`src/rtl/mem_access_unit.sv`:
```
// MEM-stage load/store executor: alignment check, strobe/lane build, SRAM-like
// req/addr_ok/data_ok handshake with timeout and flush, load extraction.
module mem_access_unit #(
  parameter int TIMEOUT_CYC = 64
) (
  input  logic        clk,
  input  logic        resetn,
  input  logic        ex_valid,
  input  logic [2:0]  ex_memop,
  input  logic [31:0] ex_addr,
  input  logic [31:0] ex_wdata,
  output logic        ex_ready,
  input  logic        flush,
  output logic        mem_stall,
  output logic        bus_req,
  output logic        bus_wr,
  output logic [3:0]  bus_wstrb,
  output logic [31:0] bus_addr,
  output logic [31:0] bus_wdata,
  input  logic        bus_addr_ok,
  input  logic        bus_data_ok,
  input  logic [31:0] bus_rdata,
  output logic        resp_valid,
  output logic [31:0] resp_rdata,
  output logic        resp_adel,
  output logic        resp_ades,
  output logic        resp_buserr
);

  typedef enum logic [2:0] {IDLE, ADDR, DATA, DRAIN, RESP} state_t;
  localparam int CW = $clog2(TIMEOUT_CYC);

  state_t          state_reg, state_next;
  logic [CW-1:0]   cnt_reg, cnt_next;
  logic [2:0]      op_reg;
  logic            ex_ready_reg, busy_reg, bus_req_reg, bus_wr_reg;
  logic [3:0]      wstrb_reg;
  logic [31:0]     addr_reg, wdata_reg;
  logic            resp_valid_reg, adel_reg, ades_reg, buserr_reg;
  logic [31:0]     rdata_reg;
  logic            adel_next, ades_next, buserr_next;
  logic [31:0]     rdata_next;

  logic            accept, in_load, in_mis;
  logic [3:0]      strb_in;
  logic [31:0]     wdata_in;
  logic [7:0]      rbyte;
  logic [15:0]     rhalf;
  logic [31:0]     load_val;

  assign accept  = ex_ready_reg & ex_valid & ~flush;
  assign in_load = (ex_memop <= 3'd4);

  always_comb begin
    in_mis  = 1'b0;
    strb_in = 4'b0000;
    case (ex_memop)
      3'b000, 3'b111:         in_mis = (ex_addr[1:0] != 2'b00);
      3'b001, 3'b010, 3'b110: in_mis = ex_addr[0];
      default:                in_mis = 1'b0;
    endcase
    case (ex_memop)
      3'b101:  strb_in = 4'b0001 << ex_addr[1:0];
      3'b110:  strb_in = 4'b0011 << {ex_addr[1], 1'b0};
      3'b111:  strb_in = 4'b1111;
      default: strb_in = 4'b0000;
    endcase
  end

  // Store data replicated so every byte lane carries the right slice
  for (genvar gi = 0; gi < 4; gi++) begin : g_wlane
    assign wdata_in[8*gi +: 8] =
        (ex_memop == 3'b101) ? ex_wdata[7:0] :
        (ex_memop == 3'b110) ? ex_wdata[8*(gi%2) +: 8] :
        (ex_memop == 3'b111) ? ex_wdata[8*gi +: 8] : 8'h00;
  end

  assign rbyte = bus_rdata[{addr_reg[1:0], 3'b000} +: 8];
  assign rhalf = addr_reg[1] ? bus_rdata[31:16] : bus_rdata[15:0];

  always_comb begin
    case (op_reg)
      3'b000:  load_val = bus_rdata;
      3'b001:  load_val = {{16{rhalf[15]}}, rhalf};
      3'b010:  load_val = {16'h0000, rhalf};
      3'b011:  load_val = {{24{rbyte[7]}}, rbyte};
      3'b100:  load_val = {24'h000000, rbyte};
      default: load_val = 32'h0000_0000;
    endcase
  end

  always_comb begin
    state_next  = state_reg;
    cnt_next    = cnt_reg;
    adel_next   = 1'b0;
    ades_next   = 1'b0;
    buserr_next = 1'b0;
    rdata_next  = 32'h0000_0000;
    case (state_reg)
      IDLE: if (accept) begin
        cnt_next = '0;
        if (in_mis) begin
          state_next = RESP;
          adel_next  = in_load;
          ades_next  = ~in_load;
        end else begin
          state_next = ADDR;
        end
      end
      ADDR: begin
        cnt_next = cnt_reg + CW'(1);
        if (flush) begin
          // A flush racing addr_ok still owes the bus its data phase
          if (!bus_addr_ok || bus_data_ok) state_next = IDLE;
          else                             state_next = DRAIN;
        end else if (bus_addr_ok && bus_data_ok) begin
          state_next = RESP;
          rdata_next = load_val;
        end else if (bus_addr_ok) begin
          state_next = DATA;
        end else if (cnt_reg == CW'(TIMEOUT_CYC - 1)) begin
          state_next  = RESP;
          buserr_next = 1'b1;
        end
      end
      DATA: begin
        cnt_next = cnt_reg + CW'(1);
        if (flush) begin
          state_next = bus_data_ok ? IDLE : DRAIN;
        end else if (bus_data_ok) begin
          state_next = RESP;
          rdata_next = load_val;
        end else if (cnt_reg == CW'(TIMEOUT_CYC - 1)) begin
          state_next  = RESP;
          buserr_next = 1'b1;
        end
      end
      DRAIN:   if (bus_data_ok) state_next = IDLE;
      RESP:    state_next = IDLE;
      default: state_next = IDLE;
    endcase
  end

  always_ff @(posedge clk or negedge resetn) begin
    if (!resetn) begin
      state_reg      <= IDLE;
      cnt_reg        <= '0;
      op_reg         <= 3'b000;
      ex_ready_reg   <= 1'b1;
      busy_reg       <= 1'b0;
      bus_req_reg    <= 1'b0;
      bus_wr_reg     <= 1'b0;
      wstrb_reg      <= 4'b0000;
      addr_reg       <= 32'h0000_0000;
      wdata_reg      <= 32'h0000_0000;
      resp_valid_reg <= 1'b0;
      adel_reg       <= 1'b0;
      ades_reg       <= 1'b0;
      buserr_reg     <= 1'b0;
      rdata_reg      <= 32'h0000_0000;
    end else begin
      state_reg      <= state_next;
      cnt_reg        <= cnt_next;
      ex_ready_reg   <= (state_next == IDLE);
      busy_reg       <= (state_next == ADDR) || (state_next == DATA) || (state_next == DRAIN);
      bus_req_reg    <= (state_next == ADDR);
      resp_valid_reg <= (state_next == RESP);
      adel_reg       <= adel_next;
      ades_reg       <= ades_next;
      buserr_reg     <= buserr_next;
      rdata_reg      <= rdata_next;
      if (accept) begin
        op_reg     <= ex_memop;
        addr_reg   <= ex_addr;
        bus_wr_reg <= ~in_load;
        wstrb_reg  <= strb_in;
        wdata_reg  <= wdata_in;
      end
    end
  end

  assign ex_ready    = ex_ready_reg;
  // The idle term must react to ex_valid in the same cycle to hold upstream
  assign mem_stall   = busy_reg | (ex_ready_reg & ex_valid);
  assign bus_req     = bus_req_reg;
  assign bus_wr      = bus_wr_reg;
  assign bus_wstrb   = wstrb_reg;
  assign bus_addr    = addr_reg;
  assign bus_wdata   = wdata_reg;
  assign resp_valid  = resp_valid_reg;
  assign resp_rdata  = rdata_reg;
  assign resp_adel   = adel_reg;
  assign resp_ades   = ades_reg;
  assign resp_buserr = buserr_reg;

endmodule

```
`config.mk`:
```
export PLATFORM = sky130hd
export DESIGN_NAME = mem_access_unit
export DESIGN_NICKNAME = d
export VERILOG_FILES = /design/src/rtl/mem_access_unit.sv
export SDC_FILE = /design/constraint.sdc
export NUM_CORES = 1
export LEC_CHECK = 0
export ABC_AREA = 0
export ABC_CLOCK_PERIOD_IN_PS = 2100
export BUFFER_PORTS_ARGS = -buffer_cell sky130_fd_sc_hd__buf_2
export CORE_MARGIN = 1.5
export CORE_UTILIZATION = 49
export DETAILED_ROUTE_END_ITERATION = 8
export GPL_TIMING_DRIVEN = 0
export PLACE_DENSITY_LB_ADDON = 0.25
export SLEW_MARGIN = 30
export SYNTH_ARGS = -nofsm -noshare
export SYNTH_HDL_FRONTEND = slang
export SYNTH_SLANG_ARGS = --single-unit
```
`constraint.sdc`:
```
create_clock -name clk -period 2.1 [get_ports clk]
set_input_delay 0.105 -clock clk [delete_from_list [all_inputs] [get_ports clk]]
set_output_delay 0.105 -clock clk [all_outputs]
set_load 0.01 [all_outputs]
```
==> After elaboration in Yosys (flattened, before gate mapping) <==
Index checks and enable logic that the tools add are counted.
{ "word_totals": {"register_bits": 120, "inputBits": 105, "word_cells": 106} }
{ "classes": {"addsub": 1, "order_cmp": 1, "n_eq_ne": 18, "n_shift": 3, "n_mux": 48, "bitwise": 5, "n_reduce_logical": 15} }
{ "ops": {"columns": ["operator", "n"], "rows": [
  ["32-bit case mux with 5 select lines", 1],
  ["32-bit two-way mux", 4],
  ["8-bit two-way mux", 12],
  ["32-bit case mux with 2 select lines", 1],
  ["32-bit by 6-bit indexed part select with 8-bit output", 1],
  ["3-bit two-way mux", 9],
  ["3-bit by 2-bit == test with 1-bit output, second input constant", 7],
  ["16-bit two-way mux", 1],
  ["3-bit == test, second input constant", 5],
  ["3-bit by 1-bit == test with 1-bit output, second input constant", 4],
  ["3-bit zero test", 4],
  ["1-bit two-way mux", 12],
  ["3-bit case mux with 4 select lines", 1],
  ["4-bit case mux with 3 select lines", 1],
  ["6-bit case mux with 2 select lines", 1],
  ["6-bit by 1-bit adder with 6-bit output, second input constant", 1],
  ["6-bit == test, second input constant", 1],
  ["6-bit two-way mux", 1],
  ["2-bit two-way mux", 2],
  ["1-bit case mux with 2 select lines", 2],
  ["2-bit nonzero test", 2],
  ["2-bit OR reduction", 2],
  ["1-bit by 2-bit left shift with 4-bit output, first input constant", 1],
  ["2-bit by 2-bit left shift with 4-bit output, first input constant", 1],
  ["10 further kinds", 14]
]} }

==> Logic depth before layout (Yosys ltp) <==
{ "logic_depth": {"ltp_word": 9, "depth_mapped": 6, "depth_no_buf": 5} }

==> Worst setup path before layout <==
No wires, ideal clock.
{ "synth_timing": {"kind": "reg2reg", "from": "reg state_reg[2]", "to": "reg ades_reg, in the netlist resp_ades", "setup_ns": 0.073, "arrival_time_ns": 1.777, "required_ns": 2.027, "setup_slack_ns": 0.250, "stages_incl_launch_ff": 7, "n_path_buf": 2, "cell_sequence": "dfrtp_1 > buf_6 > or2_1 > buf_6 > nor4_4 > or4b_4 > nor2_1"} }
{ "synth_between": {"elab_chain_cells": 2} }
{ "synth_lines": {"columns": ["element", "line_no", "rtl"], "rows": [
  ["start: declaration", "33", "state_t state_reg, state_next;"],
  ["start signal: assignment", "162", "state_reg <= state_next;"],
  ["3-bit zero test", "99", "case (state_reg)"],
  ["1-bit two-way mux", "99", null],
  ["named net ades_next", "41", "logic adel_next, ades_next, buserr_next;"],
  ["end signal: assignment", "169", "ades_reg <= ades_next;"],
  ["end: declaration", "39", "logic resp_valid_reg, adel_reg, ades_reg, buserr_reg;"]
]} }
The timed path passes the listed nets, and every way through them passes these cells.
A chain may end at the register's enable or synchronous reset.

==> Worst setup path in the final report <==
{ "layout_timing": {"from": "reg state_reg[0]", "to": "reg rdata_reg[13], in the netlist resp_rdata[13]"} }
{ "layout_between": {"elab_chain_cells": 2} }
{ "layout_lines": {"columns": ["element", "line_no", "rtl"], "rows": [
  ["3-bit by 2-bit == test with 1-bit output or 3-bit by 1-bit == test with 1-bit output (tied branches)", "99", null],
  ["32-bit case mux with 2 select lines (*)", "99", null],
  ["named net rdata_next[13]", "42", "logic [31:0] rdata_next;"],
  ["end signal: assignment", "171", "rdata_reg <= rdata_next;"],
  ["end: declaration", "40", "logic [31:0] rdata_reg;"]
]} }
Mark *: on every way through the listed nets, which the timed path passes. The rest lies on a longest branch.

==> impl_summary.txt <==
----------------------------------------------------
[Floorplan]
  IO Pins ... 213
  Initial standard-cell utilization of the core ... 0.5008
  Area of the core region ... approximately 11,000 um2
  Die Span X ... 108.0 um
  Die area ... 11,670 um2
  Die height ... 108.0 um
  Floorplan row count ... 38

[Global route]
  GRT Util Overall ... 0.3000
  Initial antenna violation count ... 0
  Maximum number of pins on one net before global-route repair ... 93
  Global route overflow ... 0
  Global-route wire length before repair ... 26.97 mm
  Number of global-route vias before repair ... 5,674

[Final layout]
  Area growth from synthesis to layout ... 51.44%
  Post-layout nets ... approximately 1,000
  Cell area after layout ... 8185 um2
  Number of diodes added for antenna fixing ... 0
  Number of inserted filler cells in the final layout ... 767
  Fraction of final layout cells sized beyond drive strength 1 ... 0.3386
  Post-layout instance count excluding filler cells ... 1,023

[Yosys]
  Most used standard cell by instance count after synthesis ... sky130_fd_sc_hd__nand2_1
  Library cell with the largest summed area after synthesis ... sky130_fd_sc_hd__dfrtp_1
  Number of cells produced by synthesis ... 549
  Most used flip-flop cell after synthesis ... sky130_fd_sc_hd__dfrtp_1
  Top cells by area in the synthesized netlist ... sky130_fd_sc_hd__dfrtp_1, sky130_fd_sc_hd__nand2_1, sky130_fd_sc_hd__mux2_2
  Proportion of synthesized chip area in sequential cells ... 0.5558
  Average cell area after synthesis ... 9.846 um2
  Number of synthesized flops with an enable pin ... 0
  Flip-flop and latch count after synthesis ... 120
  Distinct cell type count of the synthesized netlist ... 52
  Total nets after synthesis ... between 600 and 700
  Cell area after technology mapping ... approximately 5400 um2
  Async SR Flop Fraction ... 1.000
  Fraction of post-synthesis cell area in the top cell type by area ... 0.5509
  Leading post-synthesis cells by instance count ... sky130_fd_sc_hd__nand2_1, sky130_fd_sc_hd__dfrtp_1, sky130_fd_sc_hd__a21oi_1, sky130_fd_sc_hd__nor2_1
  Count of yosys warnings during synthesis ... 0

[CTS]
  TritonCTS clock tree ... built
  Clk slew on worst S/H paths ... 60 ps
  Count of clock tree sinks ... 120
  Clock tree root buffer cell ... sky130_fd_sc_hd__clkbuf_8
  TritonCTS Buffers ... 17
  Maximum buffer depth of the clock tree ... 2
  Number of levels in the clock H-tree ... 4
  Clock latency on the worst-skew pair ... 520 ps

[Power]
  Cell-internal power ... 5.865 mW
  Switching part of the total power ... 0.3326
  Total Power ... around 8.8 mW
  Logic gate share of total power ... 0.310
  Share of total power in sequential cells ... 0.360
  Net switching power ... roughly 3 mW
  Ratio of total power to cell area ... ~1100 nW/um2
  Fraction of power consumed by the clock network ... 0.331
  Peak VDD IR ... 0.6709 mV
  Leakage power of the design ... roughly 4.2 nW

[Routing]
  Via count ... 5,481
  Starting DRT DRC Count ... approximately 350
  Avg Vias per Cell ... 5.358
  Count of antenna-violating nets left after detailed routing ... 0
  DRC viols ... 0
  Routed length per instance ... 16.61 um
  Total length of routed wires ... 16.99 mm
  First-pass iteration count of the detailed router ... 5

[Worst hold path]
  HP Class ... in2reg
  Worst hold start ... ex_wdata[21]

[Setup path]
  Setup crit start kind ... register
  Critical path capture point type ... register
  Worst Path Required ... 2510 ps
  Critical-path top delay cell ... sky130_fd_sc_hd__a211o_1
  R2r startpoint ... state_reg[0]
  Worst-path cell chain ... buf_2 > nor2b_1 > o21ai_0 > a211o_1 > clkbuf_2 > a21oi_1
  Arrival time at the worst endpoint ... 2430 ps
  Critical path peak fanout ... 10
  Kind of critical path ... reg2reg
  Stage delay of the slowest cell on the critical path ... between 300 and 400 ps
  First element of the critical path ... state_reg[0]
  Family with the most delay on the worst path ... compound AO/OA/AOI/OAI gates
  CP bufs+invs ... 2

[STA]
  Share of the clock period used by the worst path ... 0.9633
  Final setup fails ... 0
  Worst slew margin relative to its limit ... 0.6163
  Slew Limit Fails ... 0
  RSZ-0062 raised after global routing ... false
  Transition time at the pin with the least slew margin ... 575.5 ps
  Final-report hold violation count ... 0
  Achievable frequency ... 494.3 MHz
  Minimum clock period ... 2023 ps
  Worst setup skew after layout ... 11.33 ps

[Outcome]
  Outcome ... finished, final reports clean

[Place]
  Instance area after placement ... 6679 um2
  Weighted congestion reported at the end of routability-driven placement ... 0.8609
  Final HPWL DP ... 11.03 mm
  Dpl cells ... 902
  Port Buf Inserts ... between 200 and 250

[Run]
  # Max-Cap Violations ... 0

----------------------------------------------------
-- worst paths after layout --
kind,end,slack (ps),cells after the start
worst min-delay path,bus_wdata[21],20,4
min in group asynchronous,state_reg[1],30,2
worst max register to register,resp_rdata[13],80,6
worst max-delay path,resp_rdata[13],80,6
worst min register to register,bus_addr[13],470,2
max in group asynchronous,bus_addr[11],1390,3
-- power by group through the flow --
stage	clock, mW	sequential (mW)	combinational [mW]
after floorplan	0	3.38	1.28
after global placement	0	3.14	2.44
after detailed placement	0	3.17	2.52
after CTS	2.93	3.15	2.66
after global routing	3.04	3.22	3.00
final	2.90	3.16	2.72
-- per-stage QoR --
step	util	worst slack, ps	hold slack (ps)	TNS [ps]
after global routing	0.7584	5.461	20.30	0
after CTS	0.7559	26.81	1.991	0
final	0.7584	77.04	21.16	0
after global placement	0.6153	-458.2	295.3	-53780
after detailed placement	0.6188	-19.54	-26.88	-19.54
after floorplan	-	250.0	-190.6	0
-- timing repair --
item,in CTS,in global routing
resized for setup,2,12
setup buffers,0,2
hold buffers,88,0
endpoints found under the setup margin,6,46
pin swaps,0,1
endpoints found under the hold margin,219,0
-- cell families (layout without fill, tap and decap cells) --
| kind of cell | after synthesis | count (layout) | synth area share |
|---|---|---|---|
| and+or+nand+nor | 220 | 220 | 0.1775 |
| buffers and inverters | 38 | 372 | 0.03056 |
| xor gates and xnor gates | 6 | 6 | 0.009722 |
| muxes | 30 | 30 | 0.06157 |
| DFF | 120 | 120 | 0.5558 |
| AOI/OAI and AO/OA | 134 | 134 | 0.1625 |
| adders and majority gates | 1 | 1 | 0.002314 |
-- routing by layer --
layer,up-vias,global-route usage,wire length [um]
li1,2549,-,-
met1,2569,0.3424,6465
met2,307,0.5014,8391
met3,56,0.09222,1496
met4,0,0.1673,634
met5,-,0,0
-- final cells by class --
type / count / area (um2) / area share
Buffer: 35 / 162.7 / 0.01987
Clock buffer: 19 / 441.7 / 0.05396
Clock inverter: 13 / 152.6 / 0.01865
Inverter: 2 / 7.507 / 0.0009172
Multi-Input combinational cell: 391 / 2247 / 0.2745
Sequential cell: 120 / 3004 / 0.3670
Tap cell: 140 / 175.2 / 0.02140
Timing Repair Buffer: 303 / 1994 / 0.2437
-- worst reg2reg max path: cells and delay by family, from the launching register on --
family,cells,cell delay [ps]
AO/OA/AOI/OAI,3,920
AND/OR/NAND/NOR,1,230
buffers and inverters,2,410
flip-flops,1,350
-- cells in the final DEF (no fill, tap or decap), types with 3 or more instances in the layout --
cell type                       count
sky130_fd_sc_hd__a211o_1            3
sky130_fd_sc_hd__a21oi_1           38
sky130_fd_sc_hd__a221oi_1          13
sky130_fd_sc_hd__a22o_1             9
sky130_fd_sc_hd__a22oi_1           25
sky130_fd_sc_hd__a31oi_1            3
sky130_fd_sc_hd__and2_1             4
sky130_fd_sc_hd__buf_2            214
sky130_fd_sc_hd__buf_4              3
sky130_fd_sc_hd__bufinv_16          3
sky130_fd_sc_hd__clkbuf_1          21
sky130_fd_sc_hd__clkbuf_16         16
sky130_fd_sc_hd__clkbuf_2           7
sky130_fd_sc_hd__clkbuf_8           3
sky130_fd_sc_hd__clkinv_2           6
sky130_fd_sc_hd__dfrtp_1          119
sky130_fd_sc_hd__dlygate4sd3_1     88
sky130_fd_sc_hd__mux2_2            26
sky130_fd_sc_hd__mux2i_1            4
sky130_fd_sc_hd__nand2_1          142
sky130_fd_sc_hd__nand2b_1           3
sky130_fd_sc_hd__nand3_1            3
sky130_fd_sc_hd__nand3b_1           3
sky130_fd_sc_hd__nor2_1            38
sky130_fd_sc_hd__nor2b_1            5
sky130_fd_sc_hd__nor3_1             4
sky130_fd_sc_hd__o21a_1             3
sky130_fd_sc_hd__o21ai_0           27
sky130_fd_sc_hd__xnor2_1            6
Note: power is estimated with default switching activity, not from simulation.
